`config.mk`:
```
export PLATFORM = sky130hd
export DESIGN_NAME = buffer_reader
export DESIGN_NICKNAME = d
export VERILOG_FILES = /design/src/rtl/buf_pkg.sv /design/src/rtl/buf_rd_fifo2.sv /design/src/rtl/buffer_reader.sv
export SDC_FILE = /design/constraint.sdc
export NUM_CORES = 1
export LEC_CHECK = 0
export CAP_MARGIN = 20
export CORE_ASPECT_RATIO = 2
export CORE_UTILIZATION = 61
export DETAILED_ROUTE_END_ITERATION = 10
export DONT_BUFFER_PORTS = 1
export GPL_ROUTABILITY_DRIVEN = 1
export GPL_TIMING_DRIVEN = 1
export PLACE_DENSITY = 0.86
export SETUP_SLACK_MARGIN = 0.3
export SYNTH_ARGS = -nofsm -noshare
export SYNTH_HDL_FRONTEND = slang
export SYNTH_SLANG_ARGS = --single-unit
```
`constraint.sdc`:
```
create_clock -name clk_i -period 3.2 [get_ports clk_i]
set_input_delay 0.48 -clock clk_i [delete_from_list [all_inputs] [get_ports clk_i]]
set_output_delay 0.48 -clock clk_i [all_outputs]
set_load 0.02 [all_outputs]
```
`src/rtl/buf_pkg.sv`:
```
// Shared types and constants for the buffer read-side sequencer.
// FSM state encoding and the capture FIFO depth live here so the top and the FIFO agree.
package buf_pkg;

    typedef enum logic [1:0] {
        IDLE  = 2'd0,
        RUN   = 2'd1,
        DRAIN = 2'd2
    } buf_rd_state_t;

    localparam int BUF_RD_FIFO_DEPTH = 2;
    localparam int BUF_RD_CNT_W      = $clog2(BUF_RD_FIFO_DEPTH + 1);

    // Occupancy seen by the issue rule: words held plus the word still in the buffer's read pipe.
    function automatic logic [BUF_RD_CNT_W:0] rd_occupancy(
        input logic [BUF_RD_CNT_W-1:0] fifo_cnt,
        input logic                    inflight
    );
        return (BUF_RD_CNT_W + 1)'(fifo_cnt) + (BUF_RD_CNT_W + 1)'(inflight);
    endfunction

endpackage

```
`src/rtl/buf_rd_fifo2.sv`:
```
// Two-entry register FIFO holding {last, data} words captured from the buffer read port.
// Entry 0 is always the head, so the stream output comes straight from a register.
module buf_rd_fifo2
    import buf_pkg::*;
#(
    parameter int G_WIDTH = 9
) (
    input  logic                    clk_i,
    input  logic                    rst_i,
    input  logic                    push_i,
    input  logic [G_WIDTH-1:0]      push_data_i,
    input  logic                    pop_i,
    output logic [BUF_RD_CNT_W-1:0] count_o,
    output logic [G_WIDTH-1:0]      head_o
);

    logic [G_WIDTH-1:0]      entry0_q, entry0_d;
    logic [G_WIDTH-1:0]      entry1_q, entry1_d;
    logic [BUF_RD_CNT_W-1:0] count_q, count_d;

    always_comb begin
        entry0_d = entry0_q;
        entry1_d = entry1_q;
        count_d  = count_q;
        case ({push_i, pop_i})
            2'b10: begin
                if (count_q == '0) begin
                    entry0_d = push_data_i;
                end else begin
                    entry1_d = push_data_i;
                end
                count_d = count_q + BUF_RD_CNT_W'(1);
            end
            2'b01: begin
                entry0_d = entry1_q;
                count_d  = count_q - BUF_RD_CNT_W'(1);
            end
            2'b11: begin
                // Pop is only ever requested with a non-empty FIFO, so count stays put.
                if (count_q == BUF_RD_CNT_W'(1)) begin
                    entry0_d = push_data_i;
                end else begin
                    entry0_d = entry1_q;
                    entry1_d = push_data_i;
                end
            end
            default: ;
        endcase
    end

    always_ff @(posedge clk_i) begin
        if (rst_i) begin
            entry0_q <= '0;
            entry1_q <= '0;
            count_q  <= '0;
        end else begin
            entry0_q <= entry0_d;
            entry1_q <= entry1_d;
            count_q  <= count_d;
        end
    end

    assign count_o = count_q;
    assign head_o  = entry0_q;

endmodule

```
`src/rtl/buffer_reader.sv`:
```
// Read-side sequencer: issues a run of buffer reads and streams the words out on valid/ready with last.
// Optional feature macro BUF_RD_STRIDE_EN adds a stride_i port; otherwise addresses step by one.
module buffer_reader
    import buf_pkg::*;
#(
    parameter int G_BUF_ADDR_WIDTH = 10,
    parameter int G_BUF_DATA_WIDTH = 8,
    parameter int G_LEN_WIDTH      = G_BUF_ADDR_WIDTH + 1
) (
    input  logic                        clk_i,
    input  logic                        rst_i,
    input  logic                        start_i,
    input  logic [G_BUF_ADDR_WIDTH-1:0] base_addr_i,
    input  logic [G_LEN_WIDTH-1:0]      len_i,
`ifdef BUF_RD_STRIDE_EN
    input  logic [G_BUF_ADDR_WIDTH-1:0] stride_i,
`endif
    output logic [G_BUF_ADDR_WIDTH-1:0] rd_addr_o,
    input  logic [G_BUF_DATA_WIDTH-1:0] rd_data_i,
    output logic [G_BUF_DATA_WIDTH-1:0] data_o,
    output logic                        valid_o,
    input  logic                        ready_i,
    output logic                        last_o,
    output logic                        busy_o,
    output logic                        done_o
);

    localparam int AW = G_BUF_ADDR_WIDTH;
    localparam int DW = G_BUF_DATA_WIDTH;
    localparam int LW = G_LEN_WIDTH;

    buf_rd_state_t      state_q, state_d;
    logic [AW-1:0]      addr_q, addr_d;
    logic [LW-1:0]      remaining_q, remaining_d;
    logic               inflight_q, inflight_d;
    logic               inflight_last_q, inflight_last_d;
    logic               done_q, done_d;
    logic [AW-1:0]      step;

    logic [BUF_RD_CNT_W-1:0] fifo_count;
    logic [DW:0]             fifo_head;
    logic                    pop;
    logic                    issue;

`ifdef BUF_RD_STRIDE_EN
    logic [AW-1:0] stride_q, stride_d;
    assign step = stride_q;
`else
    assign step = AW'(1);
`endif

    assign valid_o = (fifo_count != '0);
    assign pop     = valid_o & ready_i;

    // Counting the pop lets a full FIFO keep issuing while the consumer drains it, so no bubbles.
    assign issue = (state_q == RUN) &&
                   (rd_occupancy(fifo_count, inflight_q) < ((BUF_RD_CNT_W + 1)'(2) + (BUF_RD_CNT_W + 1)'(pop)));

    always_comb begin
        state_d         = state_q;
        addr_d          = addr_q;
        remaining_d     = remaining_q;
        done_d          = 1'b0;
        inflight_d      = issue;
        inflight_last_d = issue && (remaining_q == LW'(1));
`ifdef BUF_RD_STRIDE_EN
        stride_d        = stride_q;
`endif
        case (state_q)
            IDLE: begin
                if (start_i) begin
                    if (len_i != '0) begin
                        state_d     = RUN;
                        addr_d      = base_addr_i;
                        remaining_d = len_i;
`ifdef BUF_RD_STRIDE_EN
                        stride_d    = stride_i;
`endif
                    end else begin
                        done_d = 1'b1;
                    end
                end
            end
            RUN: begin
                if (issue) begin
                    addr_d      = addr_q + step;
                    remaining_d = remaining_q - LW'(1);
                    if (remaining_q == LW'(1)) begin
                        state_d = DRAIN;
                    end
                end
            end
            DRAIN: begin
                if (pop && fifo_head[DW]) begin
                    state_d = IDLE;
                    done_d  = 1'b1;
                end
            end
            default: state_d = IDLE;
        endcase
    end

    always_ff @(posedge clk_i) begin
        if (rst_i) begin
            state_q         <= IDLE;
            addr_q          <= '0;
            remaining_q     <= '0;
            inflight_q      <= 1'b0;
            inflight_last_q <= 1'b0;
            done_q          <= 1'b0;
`ifdef BUF_RD_STRIDE_EN
            stride_q        <= '0;
`endif
        end else begin
            state_q         <= state_d;
            addr_q          <= addr_d;
            remaining_q     <= remaining_d;
            inflight_q      <= inflight_d;
            inflight_last_q <= inflight_last_d;
            done_q          <= done_d;
`ifdef BUF_RD_STRIDE_EN
            stride_q        <= stride_d;
`endif
        end
    end

    // The buffer answers one cycle after the address, which is exactly when inflight is set.
    buf_rd_fifo2 #(
        .G_WIDTH (DW + 1)
    ) u_fifo (
        .clk_i       (clk_i),
        .rst_i       (rst_i),
        .push_i      (inflight_q),
        .push_data_i ({inflight_last_q, rd_data_i}),
        .pop_i       (pop),
        .count_o     (fifo_count),
        .head_o      (fifo_head)
    );

    assign rd_addr_o = addr_q;
    assign data_o    = fifo_head[DW-1:0];
    assign last_o    = fifo_head[DW];
    assign busy_o    = (state_q != IDLE);
    assign done_o    = done_q;

endmodule

```
### Word-level counts from Yosys, hierarchy flattened

Index checks and enable logic that the tools add are counted.

| operators by class | value |
|---|---|
| add/sub/neg operators | 6 |
| multipliers | 0 |
| divide/modulo/power cells | 0 |
| order comparisons | 1 |
| equal/unequal tests | 15 |
| shift-type cells | 0 |
| muxes and demuxes | 25 |
| bitwise logic cells | 1 |
| reductions and logical operators | 16 |

Operator list:

| kind | count |
|---|---|
| $mux W9 | 4 |
| $mux W11 | 3 |
| $mux W10 | 3 |
| $pmux W9 S3 | 1 |
| $pmux W11 S2 | 1 |
| $pmux W10 S2 | 1 |
| $pmux W9 S2 | 1 |
| $ne A2 B2 Y1 const B | 6 |
| $eq A11 B1 Y1 const B | 1 |
| $reduce_bool A11 Y1 | 1 |
| $sub A11 B1 Y11 const B | 1 |
| $add A10 B1 Y10 const B | 1 |
| $mux W2 | 5 |
| $reduce_bool A2 Y1 | 5 |
| $eq A2 B1 Y1 const B | 3 |
| $eq A2 B2 Y1 const B | 3 |
| $pmux W2 S3 | 1 |
| $reduce_and A5 Y1 | 1 |
| $logic_not A2 Y1 | 2 |
| $ne A2 B1 Y1 const B | 2 |
| $pmux W2 S2 | 1 |
| $reduce_and A4 Y1 | 1 |
| $add A2 B1 Y3 | 1 |
| $add A2 B1 Y3 const A | 1 |
| other kinds (10) | 14 |

| word-level totals | value |
|---|---|
| register bits | 46 |
| latch bits | 0 |
| bits in writable memories | 0 |
| bits in read-only memories | 0 |
| input bits | 33 |
| output and inout port bits | 22 |
| word-level logic and storage cells | 73 |
| memories kept | 0 |

### Depth between registers and ports, before layout

Gate-level depths: netlist (run 1).

| depth | value |
|---|---|
| word-level depth | 7 |
| gate-level depth with buffers | 10 |
| gate-level depth less buffers | 9 |

### Hierarchy

Synthesis (run 1) repeated with hierarchy kept, for this count alone.

| second synthesis, totals | value |
|---|---|
| cells, all modules | 314 |
| area, all modules | 2,615.0 µm² |

Modules (own cells, without submodules):

| module | instances | cells each | area each (µm²) | sequential area each (µm²) |
|---|---|---|---|---|
| buffer_reader | 1 | 215 | 1,635.3 | 520.5 |
| buf_rd_fifo2 | 1 | 99 | 979.7 | 400.4 |

### Worst setup path before layout (run 1)

No wires, ideal clock.

| timing | value |
|---|---|
| path type | reg2reg |
| from | register u_fifo.count_q[0], in the netlist u_fifo.count_o[0] |
| to | register u_fifo.entry1_q[0] |
| library setup time | 0.128 ns |
| arrival time | 2.063 ns |
| required time | 3.072 ns |
| slack | 1.010 ns |
| cell stages (with the launch flop) | 11 |
| path buffers | 1 |
| clock period less this slack | 2.190 ns |
| cells stage by stage | dfxtp_1 -> inv_1 -> ha_1 -> nor2b_1 -> inv_1 -> ha_1 -> nand2_1 -> o211a_1 -> clkbuf_1 -> mux2i_1 -> nor2_1 |

| on the way | value |
|---|---|
| cells in the longest elaborated chain, start to end | 5 |
| elaborated cells on any way between the ends | 11 |
| classes of those cells | 5 x eq/ne; 1 x mux; 1 x bitwise; 4 x reduce/logical |

Ends and longest elaborated chain:

| item | line | text |
|---|---|---|
| start, declared | buf_rd_fifo2.sv:19 | `logic [BUF_RD_CNT_W-1:0] count_q, count_d;` |
| start signal, assigned | buf_rd_fifo2.sv:59 | `count_q <= count_d;` |
| $reduce_bool A2 Y1 | buffer_reader.sv:52 | `assign valid_o = (fifo_count != '0);` |
| $and A1 B1 Y1 | buffer_reader.sv:53 | `assign pop = valid_o & ready_i;` |
| $eq A2 B2 Y1 | buf_rd_fifo2.sv:25 | `case ({push_i, pop_i})` |
| $ne A2 B2 Y1 (no line) / $reduce_bool A2 Y1 (equally long branches) | - |  |
| $reduce_and A3 Y1 (no line) | - |  |
| end signal, assigned | buf_rd_fifo2.sv:58 | `entry1_q <= entry1_d;` |
| end, declared | buf_rd_fifo2.sv:18 | `logic [G_WIDTH-1:0] entry1_q, entry1_d;` |

Several ways; a longest one is shown, not always the timed one.
A chain may end at the register's enable or synchronous reset.

### Final worst setup path (run 1)

| timing | value |
|---|---|
| from | register inflight_q |
| to | register remaining_q[4] |

| on the way | value |
|---|---|
| cells in the longest elaborated chain, start to end | 5 |

Ends and longest elaborated chain:

| item | line | text |
|---|---|---|
| start, declared | buffer_reader.sv:35 | `logic inflight_q, inflight_d;` |
| start signal, assigned | buffer_reader.sv:118 | `inflight_q <= inflight_d;` |
| $add A2 B1 Y3 | buf_pkg.sv:19 | `return (BUF_RD_CNT_W + 1)'(fifo_cnt) + (BUF_RD_CNT_W + 1)'(inflight);` |
| $lt A3 B3 Y1 | buffer_reader.sv:57 | `(rd_occupancy(fifo_count, inflight_q) < ((BUF_RD_CNT_W + 1)'(2) + (BUF_RD_CNT_W + 1)'(pop)));` |
| $logic_and A1 B1 Y1 | buffer_reader.sv:56 | `assign issue = (state_q == RUN) &&` |
| $ne A2 B2 Y1 (no line) | - |  |
| $reduce_and A4 Y1 (no line) | - |  |
| end signal, assigned | buffer_reader.sv:117 | `remaining_q <= remaining_d;` |
| end, declared | buffer_reader.sv:34 | `logic [LW-1:0] remaining_q, remaining_d;` |

Every way passes these cells.

==> results.yml, run 1 <==
sta:
  worst_slack_ns: 0.733
  grt_setup_unrepaired: "no"
  finalClockSkew_ns: 0.00693
  finalSetupViolations: 0
  worstMarginPinSlew_ns: 1.02
  final-hold-violation-count: 0
  slew_headroom_pct: 31.7
  final_max_slew_viol_count: 0
  final_min_period_over_clock_period_pct: 77.1
  finalCriticalPeriod_ns: 2.47
  max_freq_ghz: 0.405
  fin_setup_tns_ns: 0
grt:
  number_of_global_route_vias_before_repair: 2303
  first_pass_grt_wire_length_um: 10300
  grt-ovfl-total: 0
  grt_max_degree: 47
  grt_use_total_pct: 31.1
  grt_antenna_before_repair: 0
critical_path:
  reg2reg_setup_slack_ns: 0.73
  worst_setup_path_start_kind: "flip-flop"
  cp-endpoint: "remaining_q[4]$_SDFFE_PP0P_"
  critical_path.max_fanout: 16
  crit_required_ns: 3.41
  rr_startpoint: "inflight_q$_SDFF_PP0_"
  cp_data_arrival_time_ns: 2.68
  setup.worst_path.end_class: "flip-flop"
  worst_r2r_path_depth: 6
  rr_endpoint: "remaining_q[4]$_SDFFE_PP0P_"
  worst_setup_path_startpoint: "inflight_q$_SDFF_PP0_"
  critical_path_class: "flip-flop to flip-flop"
synth:
  yosysMostFrequentCell: "dfxtp_1"
  cells_taking_the_most_area_after_synthesis: "dfxtp_1 36%, a211oi_1 5.3%, ha_1 4.9%"
  ys_seq_area_share_pct: 35.9
  synthDistinctLibCells: 50
  synth_nets: 350
  synth-warning-count: 0
  yosys.area.top_type_share_pct: 35.9
  synthDominantAreaCellType: "dfxtp_1"
  post_syn_area_mm2: 0.00257
  synthesized_instance_count: 307
  synth-edff-count: 0
  synthesis.area_per_instance_um2: 8.36
  postSynth.asyncResetShare_pct: 0
  synth-seq-cells: 46
  synth_common_cells: "46 x dfxtp_1, 29 x nor2_1, 23 x nand2_1, 18 x a211oi_1, 16 x clkbuf_1"
  synth-main-ff-cell: "dfxtp_1"
finish:
  final_nets: 340
  post-route-cell-area_mm2: 0.00267
  finish.utilization_pct: 66.0
  seqCellArea_um2: 921
  antenna-diode-count: 0
  post_route_cells_drive_above_1_share_pct: 7.38
  area_delta_synth_final_pct: 4.04
  multi_input_comb_area_mm2: 0.00150
  layout.filler_cells: 365
place:
  dpl.hpwl_um: 4800
  io_buffer_count: 0
  pre_cts_ws_ns: 0.748
  place.gp.congestion: 0.971
  placedInstanceArea_mm2: 0.00258
routing:
  vias_per_cell: 6.83
  drc: 0
  wl_per_cell_um: 18.4
  drt_first_pass_iters: 4
  drt_wl_total_um: 6420
  detailedRoute.firstIterationViolations: 71
  num_vias: 2392
  final_antenna_net_count: 0
cts:
  ctsHtreeMaxLevel: 2
  cts_hold_repair.buffers: 0
  post_cts_resized: 0
  clkTransAtPathRegs_ns: 0.09
  cts_made_buffers: 5
  ctsLongestPathBuffers: 2
  clock_tree.root_cell: "clkbuf_8"
  cts_tree: "done"
  postCtsSetupRepairBufs: 0
  cts.sinks: 46
  worstSkewPairLatency_ns: 0.30
power:
  cellPowerDensity_mw_per_mm2: 720
  internal_power_uw: 1120
  netSwitchingPower_uw: 806
  switching_share_pct: 41.9
  p_clk_share_pct: 19.0
  combinationalPowerShare_pct: 34.7
  power_frac_seq_pct: 46.3
  max_vdd_drop_mv: 0.534
  leak_pwr_uw: 0.000961
die:
  chipWidth_um: 47.9
  floorplan.die_area_mm2: 0.00449
  io-pin-count: 55
  chipHeight_um: 93.8
  core_mm2: 0.00405
  start_util_pct: 63.5
  floorplan.rows: 33
flow_run:
  timing.max_cap.violations: 0
worst_hold_path:
  min_path_type: "input port to flip-flop"
status:
  status: "completed"
-- how the worst min path moves through the flow --
| stage | start | depth (start not counted) | endpoint |
|---|---|---|---|
| 6_report | rst_i | 1 | remaining_q[8]$_SDFFE_PP0P_ |
| 5_1_grt | rst_i | 1 | u_fifo.head_o[3]$_SDFFE_PP0P_ |
| 4_1_cts | rst_i | 1 | remaining_q[8]$_SDFFE_PP0P_ |
| 3_5_place_dp | u_fifo.entry1_q[1]$_SDFFE_PP0P_ | 2 | u_fifo.entry1_q[1]$_SDFFE_PP0P_ |
| 3_3_place_gp | u_fifo.entry1_q[2]$_SDFFE_PP0P_ | 2 | u_fifo.entry1_q[2]$_SDFFE_PP0P_ |
| 2_1_floorplan | u_fifo.entry1_q[0]$_SDFFE_PP0P_ | 2 | u_fifo.entry1_q[0]$_SDFFE_PP0P_ |
-- flip-flops by register name, summed over array words and instances (netlist names) --
signal and cells:
state_q 2, inflight_last_q 1, u_fifo.count_o 2, done_o 1, rd_addr_o 10, u_fifo.entry1_q 9, remaining_q 11, inflight_q 1
u_fifo.head_o 9
-- worst max-delay path, cell delays in order, from the launching register on --
cell and delay [ns]:
dfxtp_1 0.36, ha_1 0.21, ha_1 0.22, or4b_4 0.57
a31oi_4 0.49, nand2_1 0.21, o32ai_1 0.31
-- power groups by stage --
stage          clock network (µW)  registers [µW]  logic, µW
2_1_floorplan                   0             859        572
3_3_place_gp                    0             895        643
3_5_place_dp                    0             900        666
4_1_cts                       371             888        668
5_1_grt                       392             911        748
6_report                      365             890        669
-- layout make-up --
class                   count  share of cell area (%)
clock buffers               5                    2.58
flip-flops and latches     46                    34.5
inverters                  14                    1.97
repair buffers              5                    1.41
clock inverters             3                   0.937
multi-input cells         225                    56.2
well taps                  52                    2.44
-- metal layers --
metal	vias to the layer above	routed length, µm	global-route usage [%]	part of all wire (%)
met5	-	0	0	0
met3	30	408	7.88	6.4
met4	0	301	17.4	4.7
met1	1120	2200	30.5	34
li1	1141	-	-	-
met2	101	3510	54.3	55
-- kinds of logic after synthesis --
family                     after synthesis  share of synthesized area (%)
muxes                                   10                           3.90
buffers and inverters                   36                           5.65
adders and majority gates               10                           4.87
and+or+nand+nor                        101                           20.2
AOI/OAI and AO/OA                      102                           28.8
DFF                                     46                           35.9
xor gates and xnor gates                 2                          0.682
-- stage by stage --
| stage | power [µW] | hold WS, ns | instances |
|---|---|---|---|
| floorplan | 1430 | 0.461 | 307 |
| global placement | 1540 | 0.473 | 342 |
| detailed placement | 1570 | 0.487 | 342 |
| CTS | 1930 | 0.238 | 350 |
| global route | 2050 | 0.236 | 350 |
| finish | 1920 | 0.246 | 350 |
-- cells in the final DEF (no fill, tap or decap), types with 2 or more instances in the layout --
master and count:
dfxtp_1 46, nor2_1 29, nand2_1 23, a211oi_1 18, a21oi_1 14, inv_1 13, o21ai_0 13, mux2i_1 10
a311oi_1 10, ha_1 10, nor4_1 9, a22oi_1 9, nand4_1 7, a31oi_1 7, nand3_1 7, nor3_1 6
clkbuf_8 5, buf_4 5, o21a_1 4, nand2b_1 4, or2_2 3, o31a_1 3, o211ai_1 3, a32o_1 3
o32ai_1 3, nor2b_1 2, o211a_1 2, or4_1 2, o31ai_1 2, a32oi_1 2, or3_1 2, a21o_1 2
xor2_1 2
Power figures use the tool's default switching activity.
==> run 2: changes to the inputs <==
--- a/config.mk
+++ b/config.mk
@@ -7,12 +7,12 @@
 export LEC_CHECK = 0
 export CAP_MARGIN = 20
 export CORE_ASPECT_RATIO = 2
-export CORE_UTILIZATION = 61
+export CORE_UTILIZATION = 57
 export DETAILED_ROUTE_END_ITERATION = 10
 export DONT_BUFFER_PORTS = 1
 export GPL_ROUTABILITY_DRIVEN = 1
 export GPL_TIMING_DRIVEN = 1
-export PLACE_DENSITY = 0.86
+export PLACE_DENSITY = 0.84
 export SETUP_SLACK_MARGIN = 0.3
 export SYNTH_ARGS = -nofsm -noshare
 export SYNTH_HDL_FRONTEND = slang
==> constraint.sdc (replaced) <==
create_clock -name clk_i -period 2.2 [get_ports clk_i]
set_input_delay 0.33 -clock clk_i [delete_from_list [all_inputs] [get_ports clk_i]]
set_output_delay 0.33 -clock clk_i [all_outputs]
set_load 0.02 [all_outputs]
==> run 2 against run 1 <==
  * Count of clock-buffer cells in the layout unchanged
  * Non-clock buffer count up 37
  * Clock power grew 57%
  * Wire length up 34%
  * Sequential share of layout area down 6.7 points
  * Critical path depth increased by 2
  * Largest power group is now combinational cells
==> results.yml, run 2 (synthesis results as in run 1) <==
status:
  status: "completed"
sta:
  fin_worst_hold_slack_ns: 0.0777
  max_freq_ghz: 0.474
  grt_setup_unrepaired: "yes"
  finalClockSkew_ns: 0.00779
  fin_setup_tns_ns: 0
  final-hold-violation-count: 0
  worstMarginPinSlew_ns: 0.568
  final_min_period_over_clock_period_pct: 96.0
  finalCriticalPeriod_ns: 2.11
  slew_headroom_pct: 62.1
  finalSetupViolations: 0
  final_max_slew_viol_count: 0
critical_path:
  buffers_plus_inverters_on_the_worst_setup_path: 2
  worst_setup_path_startpoint: "u_fifo.count_o[0]$_SDFFE_PP0P_"
  cpLargestDelayFamily: "compound AO/OA/AOI/OAI gates"
  crit_required_ns: 2.41
  critical_path.max_fanout: 6
  rr_startpoint: "u_fifo.count_o[0]$_SDFFE_PP0P_"
  critical_path_class: "flip-flop to flip-flop"
  slowest_delay_ns: 0.52
  crit_path_cells: "ha_4, ha_4, or4b_4, a31oi_4, buf_6, buf_12, a31oi_1, a311oi_1"
  critical_path.slowest_cell: "or4b_4"
  worst_setup_path_start_kind: "flip-flop"
  path_common_cell: "ha_4"
  setup.worst_path.end_class: "flip-flop"
  cp_data_arrival_time_ns: 2.32
cts:
  ctsLongestPathBuffers: 2
  cts_hold_repair.buffers: 0
  worstSkewPairLatency_ns: 0.31
  cts_tree: "done"
  cts_made_buffers: 5
  clkTransAtPathRegs_ns: 0.10
  cts.sinks: 46
  clock_tree.root_cell: "clkbuf_8"
  ctsHtreeMaxLevel: 2
die:
  floorplan.die_area_mm2: 0.00479
  floorplan.rows: 34
  start_util_pct: 59.2
  chipHeight_um: 96.9
  io-pin-count: 55
  chipWidth_um: 49.5
  core_mm2: 0.00434
flow_run:
  timing.max_cap.violations: 0
power:
  max_vdd_drop_mv: 0.804
  p_clk_share_pct: 15.8
  power_frac_seq_pct: 35.7
  switching_share_pct: 42.0
  netSwitchingPower_uw: 1520
  internal_power_uw: 2100
  cellPowerDensity_mw_per_mm2: 1080
  leak_pwr_uw: 0.00122
  combinationalPowerShare_pct: 48.5
routing:
  num_vias: 2741
  vias_per_cell: 7.05
  drc: 0
  drt_wl_total_um: 8610
  wl_per_cell_um: 22.1
  drt_first_pass_iters: 5
  detailedRoute.firstIterationViolations: 133
  final_antenna_net_count: 0
finish:
  finish.utilization_pct: 77.0
  leading_cell_type_in_the_layout_fill_and_taps_excluded: "dfxtp_1"
  largest_register_ffs: 11
  post_route_cells_drive_above_1_share_pct: 31.3
  layout.filler_cells: 304
  area_delta_synth_final_pct: 30.2
  final_cell_count_no_fill: 389
  final_nets: 377
  most_frequent_cells_in_the_layout: "43 x dfxtp_1, 28 x nor2_1, 26 x buf_4"
  antenna-diode-count: 0
  regMostFlops: "remaining_q"
  post-route-cell-area_mm2: 0.00334
worst_hold_path:
  min-delay-start: "rst_i"
  min_path_type: "input port to flip-flop"
grt:
  first_pass_grt_wire_length_um: 11900
  number_of_global_route_vias_before_repair: 2560
  grt-ovfl-total: 0
  grt_use_total_pct: 31.6
  grt_antenna_before_repair: 0
  grt_max_degree: 47
place:
  placedInstanceArea_mm2: 0.00273
  place.gp.congestion: 0.937
  dp_cells: 356
  dpl.hpwl_um: 5140
  io_buffer_count: 0
==> run 2: cell types whose count changed in the layout (fill, tap and decap cells not counted), moves of 4 or more <==
cell,before,now
a211oi_1,18,10
ha_4,0,5
a22oi_1,9,4
buf_6,0,12
ha_1,10,4
a21oi_1,14,10
a211oi_2,0,8
buf_4,5,26
a22oi_2,0,5
==> run 2: timing repair <==
item                                    4_1_cts  5_1_grt
hold endpoints to repair                      0        0
pin swaps                                    17       26
endpoints found under the setup margin       39       35
setup buffers                                10       11
resized for setup                            20       48
gates cloned                                  1        3
==> run 2: worst paths after layout <==
check | to | slack [ns] | cells after the start
max | rd_addr_o[3]$_SDFFE_PP0P_ | 0.09 | 8
min reg2reg | u_fifo.entry1_q[3]$_SDFFE_PP0P_ | 0.51 | 2
min | rd_addr_o[9]$_SDFFE_PP0P_ | 0.08 | 1
max reg2reg | rd_addr_o[3]$_SDFFE_PP0P_ | 0.09 | 8
==> run 2: routing by layer <==
metal,up-vias,wire (µm),track usage [%],share of wire (%)
met4,0,523,16.7,6.1
met1,1298,2750,30.0,32
li1,1223,-,-,-
met5,-,0,0,0
met2,162,4670,59.4,54
met3,58,668,7.23,7.8
==> run 2: layout make-up <==
type | instances | area, µm² | area share [%]
multi-input combinational | 225 | 1790 | 53.6
sequential | 46 | 930 | 27.8
timing repair buffer | 42 | 403 | 12.1
clock buffer | 5 | 68.8 | 2.06
tap | 54 | 67.6 | 2.02
inverter | 14 | 52.6 | 1.57
clock inverter | 3 | 28.8 | 0.861
==> run 2: stage by stage <==
stage,power (µW),worst slack [ns]
detailed placement,2410,0.106
global route,3780,0.0468
floorplan,2140,0.289
finish,3620,0.0886
global placement,2360,0.185
CTS,3150,0.162
==> run 2: power groups by stage <==
| stage | sequential (µW) | clock, µW | combinational [µW] |
|---|---|---|---|
| floorplan | 1260 | 0 | 874 |
| global placement | 1290 | 0 | 1070 |
| detailed placement | 1300 | 0 | 1110 |
| CTS | 1280 | 576 | 1300 |
| global route | 1310 | 611 | 1860 |
| finish | 1290 | 573 | 1750 |
